File: config.mk
export PLATFORM = sky130hd
export DESIGN_NAME = shift_right_seq
export DESIGN_NICKNAME = d
export VERILOG_FILES = /design/src/rtl/shift_right_seq.sv
export SDC_FILE = /design/constraint.sdc
export NUM_CORES = 1
export LEC_CHECK = 0
export ABC_CLOCK_PERIOD_IN_PS = 2100
export CORE_MARGIN = 5
export CORE_UTILIZATION = 47
export CTS_CLUSTER_DIAMETER = 40
export CTS_CLUSTER_SIZE = 40
export DETAILED_ROUTE_END_ITERATION = 10
export PLACE_DENSITY = 0.74
export SETUP_SLACK_MARGIN = 0.5
export SYNTH_ARGS = -nofsm -noshare
export SYNTH_HDL_FRONTEND = slang
export SYNTH_SLANG_ARGS = --single-unit
File: constraint.sdc
create_clock -name clk -period 2.1 [get_ports clk]
set_input_delay 0.42 -clock clk [delete_from_list [all_inputs] [get_ports clk]]
set_output_delay 0.42 -clock clk [all_outputs]
set_load 0.005 [all_outputs]
File: src/rtl/shift_right_seq.sv
// -----------------------------------------------------------------------------
// shift_right_seq
//   Multi-cycle right shifter for the RV32 execute stage (SRL/SRLI, SRA/SRAI).
//   Shifts one bit position per clock. The final result is registered on
//   `out` and held until the next operation completes.
//
//   Handshake: a request is accepted on a rising edge where ready=1 and
//   start=1. A, B and arith are latched on that edge and may change freely
//   afterwards. start is ignored (not queued) while ready=0. done pulses for
//   exactly one cycle, in the cycle B+1 clocks after the accept edge. done and
//   ready are never high together.
//
//   Optional build macro: SHR_FAST_EN
//     When defined, a SHIFT cycle with cnt>=4 shifts by 4 and subtracts 4
//     from cnt. Results are identical; only the latency shrinks to
//     floor(B/4) + (B mod 4) + 1 cycles.
//
//   Parameters:
//     WIDTH   data width (default 32)
//     SHAMT_W shift-amount width (default 5); 2**SHAMT_W must equal WIDTH
//
//   Ports:
//     clk    rising-edge clock
//     rst_n  synchronous active-low reset
//     start  request, accepted only while ready=1
//     arith  1 = sign fill, 0 = zero fill (latched at accept)
//     A      operand (latched at accept)
//     B      shift amount (latched at accept)
//     ready  high in IDLE
//     busy   high in SHIFT or DONE
//     done   one-cycle pulse; out holds the new result
//     out    registered result
// -----------------------------------------------------------------------------
module shift_right_seq #(
  parameter int WIDTH   = 32,
  parameter int SHAMT_W = 5
) (
  input  logic               clk,
  input  logic               rst_n,
  input  logic               start,
  input  logic               arith,
  input  logic [WIDTH-1:0]   A,
  input  logic [SHAMT_W-1:0] B,
  output logic               ready,
  output logic               busy,
  output logic               done,
  output logic [WIDTH-1:0]   out
);

  typedef enum logic [1:0] {
    S_IDLE  = 2'd0,
    S_SHIFT = 2'd1,
    S_DONE  = 2'd2
  } state_t;

  state_t             state;
  logic [WIDTH-1:0]   acc;
  logic [SHAMT_W-1:0] cnt;
  logic               sign;

  // Value of acc/cnt after the current SHIFT cycle. Computed once so the
  // final SHIFT cycle can load `out` directly, making out valid while done=1.
  logic [WIDTH-1:0]   nxt_acc;
  logic [SHAMT_W-1:0] nxt_cnt;

  always_comb begin
    nxt_acc = {sign, acc[WIDTH-1:1]};
    nxt_cnt = cnt - SHAMT_W'(1);
`ifdef SHR_FAST_EN
    if (cnt >= SHAMT_W'(4)) begin
      nxt_acc = {{4{sign}}, acc[WIDTH-1:4]};
      nxt_cnt = cnt - SHAMT_W'(4);
    end
`endif
  end

  // Single FSM block; ready/busy/done are registered alongside the state so
  // they change only on clock edges.
  always_ff @(posedge clk) begin
    if (!rst_n) begin
      state <= S_IDLE;
      acc   <= '0;
      cnt   <= '0;
      sign  <= 1'b0;
      out   <= '0;
      ready <= 1'b1;
      busy  <= 1'b0;
      done  <= 1'b0;
    end else begin
      case (state)
        S_IDLE: begin
          if (start) begin
            acc   <= A;
            cnt   <= B;
            sign  <= arith & A[WIDTH-1];
            ready <= 1'b0;
            busy  <= 1'b1;
            if (B == '0) begin
              // Zero shift: result is the operand itself, go straight to DONE.
              state <= S_DONE;
              out   <= A;
              done  <= 1'b1;
            end else begin
              state <= S_SHIFT;
            end
          end
        end

        S_SHIFT: begin
          acc <= nxt_acc;
          cnt <= nxt_cnt;
          if (nxt_cnt == '0) begin
            state <= S_DONE;
            out   <= nxt_acc;
            done  <= 1'b1;
          end
        end

        S_DONE: begin
          // acc already equals out here; reloading keeps the two consistent.
          out   <= acc;
          state <= S_IDLE;
          ready <= 1'b1;
          busy  <= 1'b0;
          done  <= 1'b0;
        end

        default: begin
          state <= S_IDLE;
          ready <= 1'b1;
          busy  <= 1'b0;
          done  <= 1'b0;
        end
      endcase
    end
  end

endmodule

==> results of run 1 <==
cells by family (layout without fill, tap and decap cells):
group,after synthesis,count (layout)
adders and majority gates,6,6
DFF,75,75
and+or+nand+nor,155,155
muxes,33,33
AOI/OAI and AO/OA,151,151
xor gates and xnor gates,2,2
buffers and inverters,54,155
placed cells by master (no fill, tap or decap), types with 2 or more instances in the layout:
cell type / count
o21ai_4: 2
dfxtp_2: 12
o21ai_1: 26
dlymetal6s2s_1: 2
buf_8: 2
buf_6: 4
ha_4: 3
a22oi_1: 33
inv_2: 4
buf_16: 7
nor2b_1: 3
a21boi_0: 3
clkinv_2: 3
clkbuf_8: 10
nand4_1: 33
nand2_1: 74
a21oi_1: 36
o211ai_1: 2
dlygate4sd2_1: 33
buf_2: 2
buf_4: 24
mux2i_1: 33
o21ai_2: 6
clkbuf_1: 2
clkbuf_16: 6
o211a_1: 33
nor2_1: 35
clkdlybuf4s50_1: 36
o21ai_0: 4
dfxtp_1: 62
ha_1: 3
buf_12: 16
worst max path at each step:
stage | startpoint | to | slack [ns] | depth (start not counted)
2_1_floorplan | state[0] | out[0] | 0.30 | 9
3_3_place_gp | B[0] | out[10] | -0.18 | 7
3_5_place_dp | B[0] | out[3] | -0.23 | 7
4_1_cts | cnt[1] | out[10] | 0.24 | 10
5_1_grt | state[0] | out[14] | 0.14 | 10
6_report | state[0] | out[3] | 0.20 | 10
stage by stage:
step	utilization [%]	setup TNS, ns	worst slack, ns	cell area, sq um	power (mW)
floorplan	-	0	0.298	3970	5.00
global placement	60.2	-5.31	-0.177	4920	6.47
detailed placement	60.2	-6.56	-0.227	4920	6.58
CTS	67.2	0	0.237	5490	8.53
global route	70.5	0	0.139	5770	9.86
finish	70.5	0	0.201	5770	9.33
area by class of cell:
cell class              instances  area share (%)
inverters                       6           0.434
repair buffers                134            28.2
multi-input cells             347            40.0
well taps                     105            2.28
clock buffers                  12            2.52
clock inverters                 3           0.260
flip-flops and latches         75            26.4
sequential cells by signal, indices dropped and copies added, names as in the netlist:
signal / flops
busy: 1
cnt: 5
sign: 1
out: 32
state: 2
done: 1
acc: 32
ready: 1
repair_timing:
action / CTS / global route
resized for setup: 79 / 17
buffers inserted: 20 / 5
endpoints found under the setup margin: 107 / 72
gates cloned: 6 / 7
pin swaps: 8 / 4
layer usage:
layer	routed length, microns	GRT usage [%]	vias up
met5	0	0	-
met4	244	8.18	0
met3	971	3.44	27
met1	5320	30.7	1997
li1	-	-	1924
met2	6200	37.9	201
worst max-delay path: stages (launching register included):
cell       delay, ns
dfxtp_4         0.38
inv_4           0.05
ha_4            0.16
nor2b_4         0.13
nor4b_4         0.33
o2bb2ai_4       0.16
buf_6           0.12
buf_12          0.14
clkbuf_16       0.16
nand4_1         0.10
o21ai_1         0.11
power by group:
part / switching [mW] / internal [mW] / total [mW]
logic: 2.85 / 3.06 / 5.91
clock network: 0.529 / 0.450 / 0.979
registers: 0.443 / 1.99 / 2.44
==> results.json, run 1 <==
{
  "status": "completed",
  "h-tree-depth": 3,
  "die_w_microns": 101,
  "synthAdderAreaFrac_pct": 1.92,
  "skew_ns": 0.00681,
  "max_slew_margin_pct": 69.6,
  "min_delay_path_depth": 2,
  "whs_endpoint": "busy",
  "vias": 4149,
  "antenna_found_initial": 0,
  "synth-simple-area-share_pct": 18.0,
  "path_class": "flop to flop",
  "rsz0062_at_grt": "yes",
  "grt_pass1_vias": 3825,
  "required_ns": 2.38,
  "worstPathArrival_ns": 2.18,
  "ir_drop_v": 0.000672,
  "cp_max_fo": 8,
  "finalCriticalPeriod_ns": 1.90,
  "rrSetupSlack_ns": 0.20,
  "muxShareOfSynthArea_pct": 8.43,
  "grt_usage_pct": 23.0,
  "min_from": "busy",
  "yosysUniqueCellTypes": 37,
  "gr-total-overflow": 0,
  "cts_made_buffers": 9,
  "synth_edf_count": 0,
  "insertedDiodeCount": 0,
  "tritoncts": "done",
  "initialDrtViolationCount": 327,
  "wl_per_cell_microns": 18.7,
  "hold_buffers": 0,
  "num_io_pins": 76,
  "yosysTopAreaCellShare_pct": 38.3,
  "yosys.area.top_type": "dfxtp_1",
  "path_clk_slew_ns": 0.08,
  "reg2reg_from": "state[0]",
  "worstMarginPinSlew_ns": 0.456,
  "r2r-end": "out[3]",
  "multi_input_area_sq_mm": 0.00230,
  "setup_violations": 0,
  "whs_ns": 0.443,
  "numClockSinks": 75,
  "ys.flop_type": "dfxtp_1",
  "chipHeight_microns": 101,
  "syn_to_final_growth_pct": 47.2,
  "end_kind": "flop",
  "synth_compound_area_share_pct": 26.6,
  "seq_area_sq_mm": 0.00152,
  "p_leak_nw": 2.61,
  "gp_congestion": 0.835,
  "hpwl_mm": 6.79,
  "nFillCells": 638,
  "hold_violations": 0,
  "yosysSeqAreaShare_pct": 38.3,
  "synth_area_sq_mm": 0.00392,
  "rows": 33,
  "firstDrtPassIters": 5,
  "grt_pass1_wl_mm": 19.0,
  "syn-instance-count": 476,
  "final_cell_count_no_fill": 682,
  "worst_setup_path_start_kind": "flop",
  "cap_violations": 0,
  "fin_crit_sh_pct": 90.4,
  "async_flop_share_pct": 0,
  "drc": 0,
  "synth_top_family_by_area": "compound AO/OA/AOI/OAI gates",
  "detail_route.wirelength_mm": 12.7,
  "synth-seq-cells": 75,
  "clkLatencyLatePin_ns": 0.35,
  "vias_per_cell": 6.08,
  "dieArea_sq_mm": 0.0103,
  "antenna_left": 0,
  "synthTopCellsByArea": "dfxtp_1 (38%), mux2i_1 (8.4%), o211a_1 (8.4%)",
  "synthTopCellsByCount": "dfxtp_1 (75), nand2_1 (75), a21oi_1 (37)",
  "grt_max_degree": 41,
  "cts_root_buf": "clkbuf_8",
  "synth.avg_cell_area_sq_um": 8.23,
  "drive_above_1_share_pct": 19.8,
  "fmax_mhz": 527,
  "synth-xor-area-share_pct": 0.447,
  "dp.cells": 629,
  "ys_warn_count": 0,
  "power.density_mw_per_mm2": 1620,
  "io_buffers": 75,
  "maxSlewViolCount": 0,
  "clock_path_buffers": 2,
  "nets": 620,
  "start_util_pct": 47.9,
  "synth_fp_nets": 523,
  "worst_hold_path_type": "flop to flop",
  "core_sq_mm": 0.00818,
  "reg2reg_depth": 10
}
Power figures use the tool's default switching activity.
==> run 2: changes to the inputs <==
--- a/config.mk
+++ b/config.mk
@@ -12,7 +12,6 @@
 export CTS_CLUSTER_SIZE = 40
 export DETAILED_ROUTE_END_ITERATION = 10
 export PLACE_DENSITY = 0.74
-export SETUP_SLACK_MARGIN = 0.5
 export SYNTH_ARGS = -nofsm -noshare
 export SYNTH_HDL_FRONTEND = slang
 export SYNTH_SLANG_ARGS = --single-unit
==> results.json, run 2 (synthesis results as in run 1) <==
{
  "cts_root_buf": "clkbuf_8",
  "wl_per_cell_microns": 15.7,
  "finalCriticalPeriod_ns": 1.97,
  "initialDrtViolationCount": 169,
  "dp.cells": 632,
  "grt_pass1_wl_mm": 16.8,
  "clkLatencyLatePin_ns": 0.35,
  "num_io_pins": 76,
  "ir_drop_v": 0.000664,
  "firstDrtPassIters": 5,
  "totalNegativeSetupSlack_ns": 0,
  "power.density_mw_per_mm2": 1460,
  "worst_slack_ns": 0.134,
  "numClockSinks": 75,
  "io_buffers": 75,
  "end_kind": "flop",
  "ctsResizeCount": 0,
  "final_cell_mix": "nand2_1 (75), clkdlybuf4s50_1 (74), dfxtp_1 (73)",
  "vias_per_cell": 5.84,
  "worst_hold_path_type": "flop to flop",
  "cpMaxStageDelayCell": "dfxtp_1",
  "status": "completed",
  "tritoncts": "done",
  "cts_made_buffers": 9,
  "pre_cts_ws_ns": -0.212,
  "cap_violations": 0,
  "largestRegisters": "acc (32), out (32), cnt (5)",
  "final_cell_count_no_fill": 648,
  "seq_area_sq_mm": 0.00150,
  "setup_violations": 0,
  "crit_chain": "inv_1 -> ha_2 -> nor2b_1 -> nor4b_2 -> buf_4 -> o2bb2ai_4 -> and2_4 -> buf_12 -> o21ai_0",
  "p_leak_nw": 2.08,
  "worst_setup_path_start_kind": "flop",
  "drc": 0,
  "required_ns": 2.33,
  "worstMarginPinSlew_ns": 0.384,
  "gr-total-overflow": 0,
  "maxSlewViolCount": 0,
  "grt_max_degree": 52,
  "grt_pass1_vias": 3561,
  "worstPathArrival_ns": 2.20,
  "antenna_found_initial": 0,
  "start_util_pct": 47.9,
  "nets": 585,
  "rsz0062_at_grt": "no",
  "fin_crit_sh_pct": 93.6,
  "grt_usage_pct": 20.2,
  "placedInstanceArea_sq_mm": 0.00488,
  "path_class": "flop to flop",
  "core_sq_mm": 0.00818,
  "drive_above_1_share_pct": 9.58,
  "h-tree-depth": 3,
  "detail_route.wirelength_mm": 10.2,
  "final_util_pct": 61.9,
  "skew_ns": 0.00930,
  "hpwl_mm": 6.83,
  "finalInstanceArea_sq_mm": 0.00506,
  "path_clk_slew_ns": 0.08,
  "layout_commonest_cell": "nand2_1",
  "clock_path_buffers": 2,
  "die_w_microns": 101,
  "max_slew_margin_pct": 74.4,
  "chipHeight_microns": 101,
  "vias": 3785,
  "insertedDiodeCount": 0,
  "multi_input_area_sq_mm": 0.00222,
  "cpPeakStageDelay_ns": 0.40,
  "dieArea_sq_mm": 0.0103,
  "nFillCells": 737,
  "cts_setup_buffers": 0,
  "fmax_mhz": 509,
  "antenna_left": 0,
  "cp_max_fo": 17,
  "gp_congestion": 0.855,
  "hold_buffers": 0,
  "rows": 33,
  "syn_to_final_growth_pct": 29.2,
  "hold_violations": 0
}
==> run 2: cell types whose count changed in the layout (fill, tap and decap cells not counted), sizes merged <==
cell           change
buf               -30
clkinvlp           +3
clkinv             -1
clkdlybuf4s50     +38
dlygate4sd2       -33
dlymetal6s2s       -2
inv                +1
clkdlybuf4s15      -2
clkbuf             -8
==> run 2: worst paths after layout <==
path	start	endpoint	slack [ns]	cells after the start
setup / recovery	state[1]	out[13]	0.13	9
hold / removal	ready	ready	0.46	1
setup reg to reg	state[1]	out[13]	0.13	9
hold reg to reg	ready	ready	0.46	1
==> run 2: layout make-up <==
class                           count  share of cell area, %
Multi-Input combinational cell    347                   43.8
Sequential cell                    75                   29.7
Tap cell                          105                   2.60
Inverter                            6                  0.445
Timing Repair Buffer               99                   20.1
Clock inverter                      6                  0.816
Clock buffer                       10                   2.52
==> run 2: worst max-delay path, delay by kind of cell, from the launching register on <==
kind / cells / cell delay [ns]
and+or+nand+nor: 3 / 0.64
adders and majority gates: 1 / 0.18
DFF: 1 / 0.40
buffers and inverters: 3 / 0.41
AOI/OAI and AO/OA: 2 / 0.23
==> run 2: metal layers <==
layer | GRT usage, % | up-vias | routed length [microns]
met5 | 0 | - | 0
met4 | 7.26 | 0 | 206
met3 | 3.51 | 17 | 580
met2 | 33.1 | 130 | 4800
met1 | 26.6 | 1795 | 4570
li1 | - | 1843 | -
==> run 2: power breakdown <==
group,total [mW],internal [mW],switching [mW]
logic,4.01,1.86,2.15
registers,2.40,1.97,0.427
clock network,0.986,0.429,0.557
total,7.40,4.26,3.14
==> run 2: metrics by stage <==
step | total power, mW | hold slack, ns
floorplan | 4.87 | 0.442
global route | 7.99 | 0.479
CTS | 7.41 | 0.461
global placement | 6.28 | 0.434
finish | 7.40 | 0.456
detailed placement | 6.40 | 0.441
